File: src/rtl/ps2_pkg.sv
// Shared byte codes, device-reply list and FSM state types for the PS/2 keyboard receiver.
// Optional parity/stop checking is enabled by defining PS2_KEY_PARITY_EN.
package ps2_pkg;

    localparam logic [7:0] PS2_EXT     = 8'hE0;
    localparam logic [7:0] PS2_BRK     = 8'hF0;
    localparam logic [7:0] PS2_PAUSE   = 8'hE1;
    localparam logic [7:0] PS2_PRT_MK  = 8'h12;
    localparam logic [7:0] PS2_PRT_BRK = 8'h7C;

    // Keyboard-to-host replies (BAT ok, ACK, echo, resend, BAT fail, overrun x2).
    localparam int PS2_REPLY_N = 7;
    localparam logic [PS2_REPLY_N-1:0][7:0] PS2_REPLY_CODES =
        {8'hAA, 8'hFA, 8'hEE, 8'hFE, 8'hFC, 8'h00, 8'hFF};

    typedef enum logic [2:0] {
        FR_IDLE,
        FR_START,
        FR_DATA,
        FR_PARITY,
        FR_STOP
    } frame_state_t;

    typedef enum logic [1:0] {
        SQ_IDLE,
        SQ_PFX,
        SQ_PRT,
        SQ_PAUSE
    } seq_state_t;

    function automatic logic is_reply(input logic [7:0] b);
        logic hit;
        hit = 1'b0;
        for (int i = 0; i < PS2_REPLY_N; i++) begin
            if (b == PS2_REPLY_CODES[i]) hit = 1'b1;
        end
        return hit;
    endfunction

endpackage

File: src/rtl/ps2_rx_frame.sv
// PS/2 device-to-host frame receiver: input sync, clock glitch filter, inactivity timeout, frame FSM.
// With PS2_KEY_PARITY_EN defined, odd parity and the stop bit are checked before a byte is accepted.
module ps2_rx_frame
    import ps2_pkg::*;
#(
    parameter int FILTER_LEN  = 4,
    parameter int TIMEOUT_CYC = 600000
) (
    input  logic       clk_sys,
    input  logic       reset,
    input  logic       ps2_clk_in,
    input  logic       ps2_data_in,
    output logic [7:0] rx_byte,
    output logic       byte_vld,
    output logic       frame_err,
    output logic       timeout,
    output logic       frame_busy
);

    localparam int FW = $clog2(FILTER_LEN + 1);
    localparam int TW = $clog2(TIMEOUT_CYC + 1);

    logic [1:0]    clk_sync;
    logic [1:0]    data_sync;
    logic          clk_filt;
    logic [FW-1:0] filt_cnt;
    logic          clk_edge;
    logic          clk_fall;
    logic [TW-1:0] tmo_cnt;
    logic          tmo_reach;

    frame_state_t  state;
    logic [2:0]    bit_cnt;
    logic [7:0]    shreg;
    logic          start_bit;
`ifdef PS2_KEY_PARITY_EN
    logic          par_bit;
`endif

    // NOTE: all state below uses non-blocking assignments so every register samples pre-edge values.
    always_ff @(posedge clk_sys or posedge reset) begin
        if (reset) begin
            clk_sync  <= 2'b11;
            data_sync <= 2'b11;
            clk_filt  <= 1'b1;
            filt_cnt  <= '0;
            clk_edge  <= 1'b0;
            clk_fall  <= 1'b0;
        end else begin
            clk_sync  <= {clk_sync[0], ps2_clk_in};
            data_sync <= {data_sync[0], ps2_data_in};
            clk_edge  <= 1'b0;
            clk_fall  <= 1'b0;
            if (clk_sync[1] == clk_filt) begin
                filt_cnt <= '0;
            end else if (filt_cnt == FW'(FILTER_LEN - 1)) begin
                clk_filt <= clk_sync[1];
                filt_cnt <= '0;
                clk_edge <= 1'b1;
                clk_fall <= clk_filt;
            end else begin
                filt_cnt <= filt_cnt + 1'b1;
            end
        end
    end

    // Counter saturates at TIMEOUT_CYC so the timeout fires once per quiet period.
    assign tmo_reach = !clk_edge && (tmo_cnt == TW'(TIMEOUT_CYC - 1));

    always_ff @(posedge clk_sys or posedge reset) begin
        if (reset) begin
            tmo_cnt <= '0;
            timeout <= 1'b0;
        end else begin
            timeout <= tmo_reach;
            if (clk_edge)
                tmo_cnt <= '0;
            else if (tmo_cnt != TW'(TIMEOUT_CYC))
                tmo_cnt <= tmo_cnt + 1'b1;
        end
    end

    always_ff @(posedge clk_sys or posedge reset) begin
        if (reset) begin
            state     <= FR_IDLE;
            bit_cnt   <= '0;
            shreg     <= '0;
            start_bit <= 1'b1;
            byte_vld  <= 1'b0;
            frame_err <= 1'b0;
`ifdef PS2_KEY_PARITY_EN
            par_bit   <= 1'b0;
`endif
        end else begin
            byte_vld  <= 1'b0;
            frame_err <= 1'b0;
            if (state != FR_IDLE && tmo_reach) begin
                frame_err <= 1'b1;
                state     <= FR_IDLE;
            end else begin
                case (state)
                    FR_IDLE: if (clk_fall) begin
                        start_bit <= data_sync[1];
                        state     <= FR_START;
                    end
                    FR_START: begin
                        bit_cnt <= '0;
                        if (start_bit) begin
                            frame_err <= 1'b1;
                            state     <= FR_IDLE;
                        end else begin
                            state <= FR_DATA;
                        end
                    end
                    FR_DATA: if (clk_fall) begin
                        shreg   <= {data_sync[1], shreg[7:1]};
                        bit_cnt <= bit_cnt + 1'b1;
                        if (bit_cnt == 3'd7) state <= FR_PARITY;
                    end
                    FR_PARITY: if (clk_fall) begin
`ifdef PS2_KEY_PARITY_EN
                        par_bit <= data_sync[1];
`endif
                        state <= FR_STOP;
                    end
                    FR_STOP: if (clk_fall) begin
                        state <= FR_IDLE;
`ifdef PS2_KEY_PARITY_EN
                        if ((^{shreg, par_bit}) && data_sync[1])
                            byte_vld <= 1'b1;
                        else
                            frame_err <= 1'b1;
`else
                        byte_vld <= 1'b1;
`endif
                    end
                    default: state <= FR_IDLE;
                endcase
            end
        end
    end

    assign rx_byte    = shreg;
    assign frame_busy = (state != FR_IDLE);

endmodule

File: src/rtl/ps2_key_packer.sv
// Host-side PS/2 keyboard receiver: groups E0/F0/E1 prefixed bytes into one 65-bit ps2_key event.
// Defining PS2_KEY_PARITY_EN also aborts a partial sequence when a frame fails parity/stop checks.
module ps2_key_packer
    import ps2_pkg::*;
#(
    parameter int FILTER_LEN  = 4,
    parameter int TIMEOUT_CYC = 600000
) (
    input  logic        clk_sys,
    input  logic        reset,
    input  logic        ps2_clk_in,
    input  logic        ps2_data_in,
    output logic [64:0] ps2_key,
    output logic        frame_err,
    output logic        busy
);

    logic [7:0]  rx_byte;
    logic        byte_vld;
    logic        timeout;
    logic        frame_busy;

    seq_state_t  sq_state;
    seq_state_t  sq_nxt;
    logic [2:0]  byte_cnt;
    logic [55:0] acc;
    logic [63:0] acc_nxt;
    logic        prt_brk;
    logic        complete;
    logic        drop;
    logic        seq_abort;
    logic [3:0]  total;

    ps2_rx_frame #(
        .FILTER_LEN  (FILTER_LEN),
        .TIMEOUT_CYC (TIMEOUT_CYC)
    ) u_rx (
        .clk_sys     (clk_sys),
        .reset       (reset),
        .ps2_clk_in  (ps2_clk_in),
        .ps2_data_in (ps2_data_in),
        .rx_byte     (rx_byte),
        .byte_vld    (byte_vld),
        .frame_err   (frame_err),
        .timeout     (timeout),
        .frame_busy  (frame_busy)
    );

`ifdef PS2_KEY_PARITY_EN
    assign seq_abort = timeout | frame_err;
`else
    assign seq_abort = timeout;
`endif

    assign total   = {1'b0, byte_cnt} + 4'd1;
    assign acc_nxt = (sq_state == SQ_IDLE) ? {56'h0, rx_byte} : {acc, rx_byte};

    // NOTE: every always_comb output gets a default first, so no path can infer a latch.
    always_comb begin
        sq_nxt   = sq_state;
        complete = 1'b0;
        drop     = 1'b0;
        case (sq_state)
            SQ_IDLE: begin
                if (is_reply(rx_byte))
                    drop = 1'b1;
                else if (rx_byte == PS2_EXT || rx_byte == PS2_BRK)
                    sq_nxt = SQ_PFX;
                else if (rx_byte == PS2_PAUSE)
                    sq_nxt = SQ_PAUSE;
                else
                    complete = 1'b1;
            end
            SQ_PFX: begin
                if (byte_cnt == 3'd7)
                    complete = 1'b1;
                else if (rx_byte == PS2_PRT_MK && byte_cnt == 3'd1 && acc[7:0] == PS2_EXT)
                    sq_nxt = SQ_PRT;
                else if (rx_byte == PS2_PRT_BRK && byte_cnt == 3'd2 && acc[15:0] == {PS2_EXT, PS2_BRK})
                    sq_nxt = SQ_PRT;
                else if (rx_byte != PS2_EXT && rx_byte != PS2_BRK)
                    complete = 1'b1;
            end
            SQ_PRT:   complete = (total == (prt_brk ? 4'd6 : 4'd4));
            SQ_PAUSE: complete = (byte_cnt == 3'd7);
            default:  complete = 1'b1;
        endcase
    end

    // The event word is written the cycle after the final byte_vld, together with busy falling.
    always_ff @(posedge clk_sys or posedge reset) begin
        if (reset) begin
            sq_state <= SQ_IDLE;
            byte_cnt <= '0;
            acc      <= '0;
            prt_brk  <= 1'b0;
            ps2_key  <= '0;
        end else if (seq_abort) begin
            sq_state <= SQ_IDLE;
            byte_cnt <= '0;
        end else if (byte_vld && !drop) begin
            acc <= acc_nxt[55:0];
            if (complete) begin
                ps2_key  <= {~ps2_key[64], acc_nxt};
                sq_state <= SQ_IDLE;
                byte_cnt <= '0;
            end else begin
                sq_state <= sq_nxt;
                byte_cnt <= byte_cnt + 1'b1;
                if (sq_state == SQ_PFX && sq_nxt == SQ_PRT)
                    prt_brk <= (rx_byte == PS2_PRT_BRK);
            end
        end
    end

    assign busy = frame_busy | (sq_state != SQ_IDLE);

endmodule

File: config.mk
export PLATFORM = sky130hd
export DESIGN_NAME = ps2_key_packer
export DESIGN_NICKNAME = d
export VERILOG_FILES = /design/src/rtl/ps2_pkg.sv /design/src/rtl/ps2_rx_frame.sv /design/src/rtl/ps2_key_packer.sv
export SDC_FILE = /design/constraint.sdc
export NUM_CORES = 1
export LEC_CHECK = 0
export CAP_MARGIN = 25
export CORE_UTILIZATION = 33
export DETAILED_ROUTE_END_ITERATION = 6
export GPL_TIMING_DRIVEN = 1
export PLACE_DENSITY_LB_ADDON = 0.15
export SYNTH_ARGS = -nofsm -noshare
export SYNTH_HDL_FRONTEND = slang
export SYNTH_SLANG_ARGS = --single-unit
File: constraint.sdc
create_clock -name clk_sys -period 20.4 [get_ports clk_sys]
set_input_delay 6.12 -clock clk_sys [delete_from_list [all_inputs] [get_ports clk_sys]]
set_output_delay 6.12 -clock clk_sys [all_outputs]
set_load 0.02 [all_outputs]
==> run_results.csv <==
group,metric,value,unit
run_status,status,"finished, final reports clean",
floorplan,core_area,21200,um^2
placement,port_buffers,70,
floorplan,number_of_rows_created_at_floorplan,53,
sta,rsz0062_at_grt,"no",
detailed_routing,post-route-drc-count,0,
global_routing,grt.overflow.total,0,
min_path,worst_hold_path_type,"reg -> reg",
global_routing,grt.total_usage,0.147,
detailed_routing,wirelength,15300,um
sta,timing.max_slew.rel_slack,0.479,
cells_and_area,drive_gt1_frac,0.118,
clocking,cts_resized,0,
placement,dp_hpwl,9860,um
synth,ys.flop_type,"dfrtp_1",
pwr,power.internal,0.567,mW
global_routing,grt_pass1_wl,25500,um
synth,asyncSetResetFlopFracSynth,1.00,
cells_and_area,fin_nets,637,
pwr,power.share.clock,0.436,
clocking,cts.htree.levels,4,
cells_and_area,layout.cell_area.non_filler,8640,um^2
synth,syn_nets,582,
floorplan,die_h,150,um
placement,placed_cell_area,8020,um^2
global_routing,grt_pass1_vias,4718,
floorplan,die_w,150,um
floorplan,design.die.area,22400,um^2
critical_path,worst_ep_arrival_time,2040,ps
pwr,net-switching-power,0.183,mW
placement,routabilityCongestion,0.764,
critical_path,critPathLaunch,"sq_state[0]$_DFFE_PP0P_",
pwr,pwr-share-comb,0.062,
clocking,clock_tree.root_cell,"clkbuf_16",
critical_path,r2r-end,"ps2_key[2]$_DFFE_PP0P_",
detailed_routing,drt-wirelength-per-cell,16.8,um
clocking,tritoncts.num_buffers,17,
sta,report.final.slew_viol_count,0,
pwr,irDropWorstVdd,0.0000467,V
min_path,min-delay-start,"u_rx.clk_sync[0]$_DFF_PP1_",
clocking,cts.reportedPaths.clkPinSlew,60,ps
pwr,power.share.sequential,0.503,
critical_path,crit_path_top_delay_cell,"clkdlybuf4s50_1",
synth,synth_cell_type_count,59,
critical_path,worst-path-max-fanout,9,
synth,synthesis.instances,569,
cells_and_area,final.fill_count,1993,
detailed_routing,antenna_violating_nets_post_route,0,
critical_path,slowest_delay,570,ps
critical_path,timing.rr.start,"sq_state[0]$_DFFE_PP0P_",
critical_path,critPathCaptureType,"primary output",
floorplan,initial_utilization,0.340,
sta,final_count_of_negative_setup_slack_endpoints,0,
synth,netlist_area,7210,um^2
pwr,switching_share_of_power,0.244,
floorplan,pin_count,71,
flow_run,max_cap_viol_count,0,
synth,synth.yosys.seq_area_share,0.608,
synth,ys_ff_latch,175,
cells_and_area,antenna_cells_inserted,0,
clocking,tritoncts_num_sinks,175,
pwr,power.static_leakage,3.98,nW
detailed_routing,dr.pass1.iters,4,
critical_path,timing.critical_path.max_delay_family,"simple AND/OR/NAND/NOR gates",
synth,number_of_enable_flip_flop_cells_after_synthesis,0,
critical_path,crit_type,"reg -> out",
cells_and_area,area_delta_synth_final,19.9,%
critical_path,timing.critical_path.depth,3,
clocking,clock_tree.buffer_depth,2,
global_routing,grt_start_max_net_pins,113,
critical_path,cp_data_required_time,14280,ps
detailed_routing,vias,4677,
sta,tightestPinTransition,781,ps
critical_path,type_of_origin_of_the_critical_path,"flop",
sta,layout_worst_path_cycle_share,0.400,
critical_path,r2r.worst_path.cells,7,
sta,clock.fmax,123,MHz
detailed_routing,vias_cell,5.13,
sta,worst_clock_skew,11.8,ps
clocking,tritoncts,"done",
critical_path,reg2reg_setup_slack,17080,ps
sta,fin_tns_setup,0,ps
clocking,postCtsSetupRepairBufs,0,
sta,layout_min_cycle_time,8160,ps
synth,synth_area_per_cell,12.7,um^2
detailed_routing,drtIter0Drc,261,
clocking,clk-insertion-delay-late,420,ps
synth,synth.yosys.warnings,0,
critical_path,critical_path_sink,"busy",
clocking,cts.hold.buffers_added,0,
global_routing,grt_antenna_before_repair,0,
critical_path,buffers_plus_inverters_on_the_worst_setup_path,1,
sta,hold_viol,0,
pwr,pwr_cell_area,86.8,nW/um^2
critical_path,crit_path_cell_trace,"nor2_1 -> nand2_1 -> clkdlybuf4s50_1",
==> per-layer routing <==
layer	global-route usage	part of all wire	vias up
li1	-	-	2203
met1	0.198	0.48	2364
met2	0.231	0.47	96
met3	0.0345	0.038	14
met4	0.0505	0.014	0
met5	0	0	-
==> area by class of cell <==
cell class / count / area, um^2 / area share
clock buffers: 19 / 443 / 0.0512
clock inverters: 13 / 150 / 0.0174
inverters: 9 / 38.8 / 0.00449
multi-input cells: 346 / 2510 / 0.290
flip-flops and latches: 175 / 4390 / 0.507
well taps: 275 / 344 / 0.0398
repair buffers: 75 / 771 / 0.0892
==> cells in the mapped netlist (2+ instances only) <==
| master | number | area share |
|---|---|---|
| nand4_1 | 3 | 0.0026 |
| buf_2 | 7 | 0.0049 |
| nor2_1 | 34 | 0.018 |
| nor3b_1 | 4 | 0.0042 |
| o21ai_0 | 9 | 0.0062 |
| xor2_1 | 9 | 0.011 |
| buf_8 | 5 | 0.010 |
| mux2_2 | 19 | 0.030 |
| buf_6 | 6 | 0.0094 |
| xnor2_1 | 8 | 0.0097 |
| nor4b_1 | 2 | 0.0024 |
| clkbuf_1 | 13 | 0.0068 |
| nor3_1 | 9 | 0.0062 |
| nand3_1 | 11 | 0.0076 |
| ha_1 | 9 | 0.016 |
| a22o_1 | 105 | 0.13 |
| buf_4 | 6 | 0.0062 |
| nand4b_1 | 3 | 0.0036 |
| dfstp_2 | 6 | 0.022 |
| or3_1 | 4 | 0.0035 |
| o31ai_1 | 3 | 0.0031 |
| a21oi_1 | 10 | 0.0069 |
| nor2b_1 | 5 | 0.0043 |
| and3_1 | 8 | 0.0069 |
| nor4bb_1 | 2 | 0.0028 |
| and2_1 | 4 | 0.0035 |
| dfrtp_1 | 169 | 0.59 |
| nor4_1 | 5 | 0.0043 |
| a31oi_1 | 2 | 0.0017 |
| nand2b_1 | 3 | 0.0026 |
| nand2_1 | 50 | 0.026 |
| inv_1 | 9 | 0.0047 |
==> worst min path at each step <==
| stage | end | cells after the start |
|---|---|---|
| 6_report | u_rx.clk_sync[1]$_DFF_PP1_ | 0 |
| 5_1_grt | u_rx.clk_sync[1]$_DFF_PP1_ | 0 |
| 4_1_cts | u_rx.clk_sync[1]$_DFF_PP1_ | 0 |
| 3_5_place_dp | u_rx.data_sync[1]$_DFF_PP1_ | 0 |
| 3_3_place_gp | u_rx.clk_sync[1]$_DFF_PP1_ | 0 |
| 2_1_floorplan | u_rx.clk_sync[1]$_DFF_PP1_ | 0 |
==> cell families (layout without fill, tap and decap cells) <==
logic type	count (synthesis)	count (layout)	share of synthesized area
AOI/OAI and AO/OA	143	143	0.167
xor gates and xnor gates	17	17	0.0207
adders and majority gates	10	10	0.0172
buffers and inverters	48	116	0.0456
DFF	175	175	0.608
muxes	20	20	0.0311
and+or+nand+nor	156	156	0.110
==> placed cells by master (no fill, tap or decap), types with 9 or more instances in the layout <==
cell type,count
ha_1,9
a21oi_1,10
mux2_2,19
nor3_1,9
a22o_1,105
clkdlybuf4s50_1,70
nor2_1,34
clkbuf_16,17
nand3_1,11
o21ai_0,9
dfrtp_1,169
nand2_1,49
xor2_1,9
==> sequential cells by signal (all words and copies together), names as in the netlist, 2 cells and up <==
name,cells
u_rx.filt_cnt,3
acc,56
u_rx.data_sync,2
sq_state,2
u_rx.rx_byte,8
u_rx.tmo_cnt,20
u_rx.clk_sync,2
u_rx.bit_cnt,3
byte_cnt,3
u_rx.state,3
ps2_key,65
==> through the flow <==
step                worst slack [ps]  utilization  std cells  hold slack (ps)  total power, mW
finish                         12240        0.407        912              358            0.751
floorplan                       9540            -        569              345            0.416
CTS                            12230        0.406        911              361            0.761
global placement               12170        0.377        878              347            0.427
global route                   12080        0.407        912              364            0.785
detailed placement             12130        0.378        879              347            0.430
==> power by group through the flow <==
stage / Sequential (mW) / Clock (mW) / Combinational [mW]
floorplan: 0.377 / 0 / 0.0392
global placement: 0.383 / 0 / 0.0444
detailed placement: 0.384 / 0 / 0.0466
CTS: 0.377 / 0.337 / 0.0470
global route: 0.380 / 0.352 / 0.0541
finish: 0.377 / 0.327 / 0.0464
(Power assumes the default switching activity.)
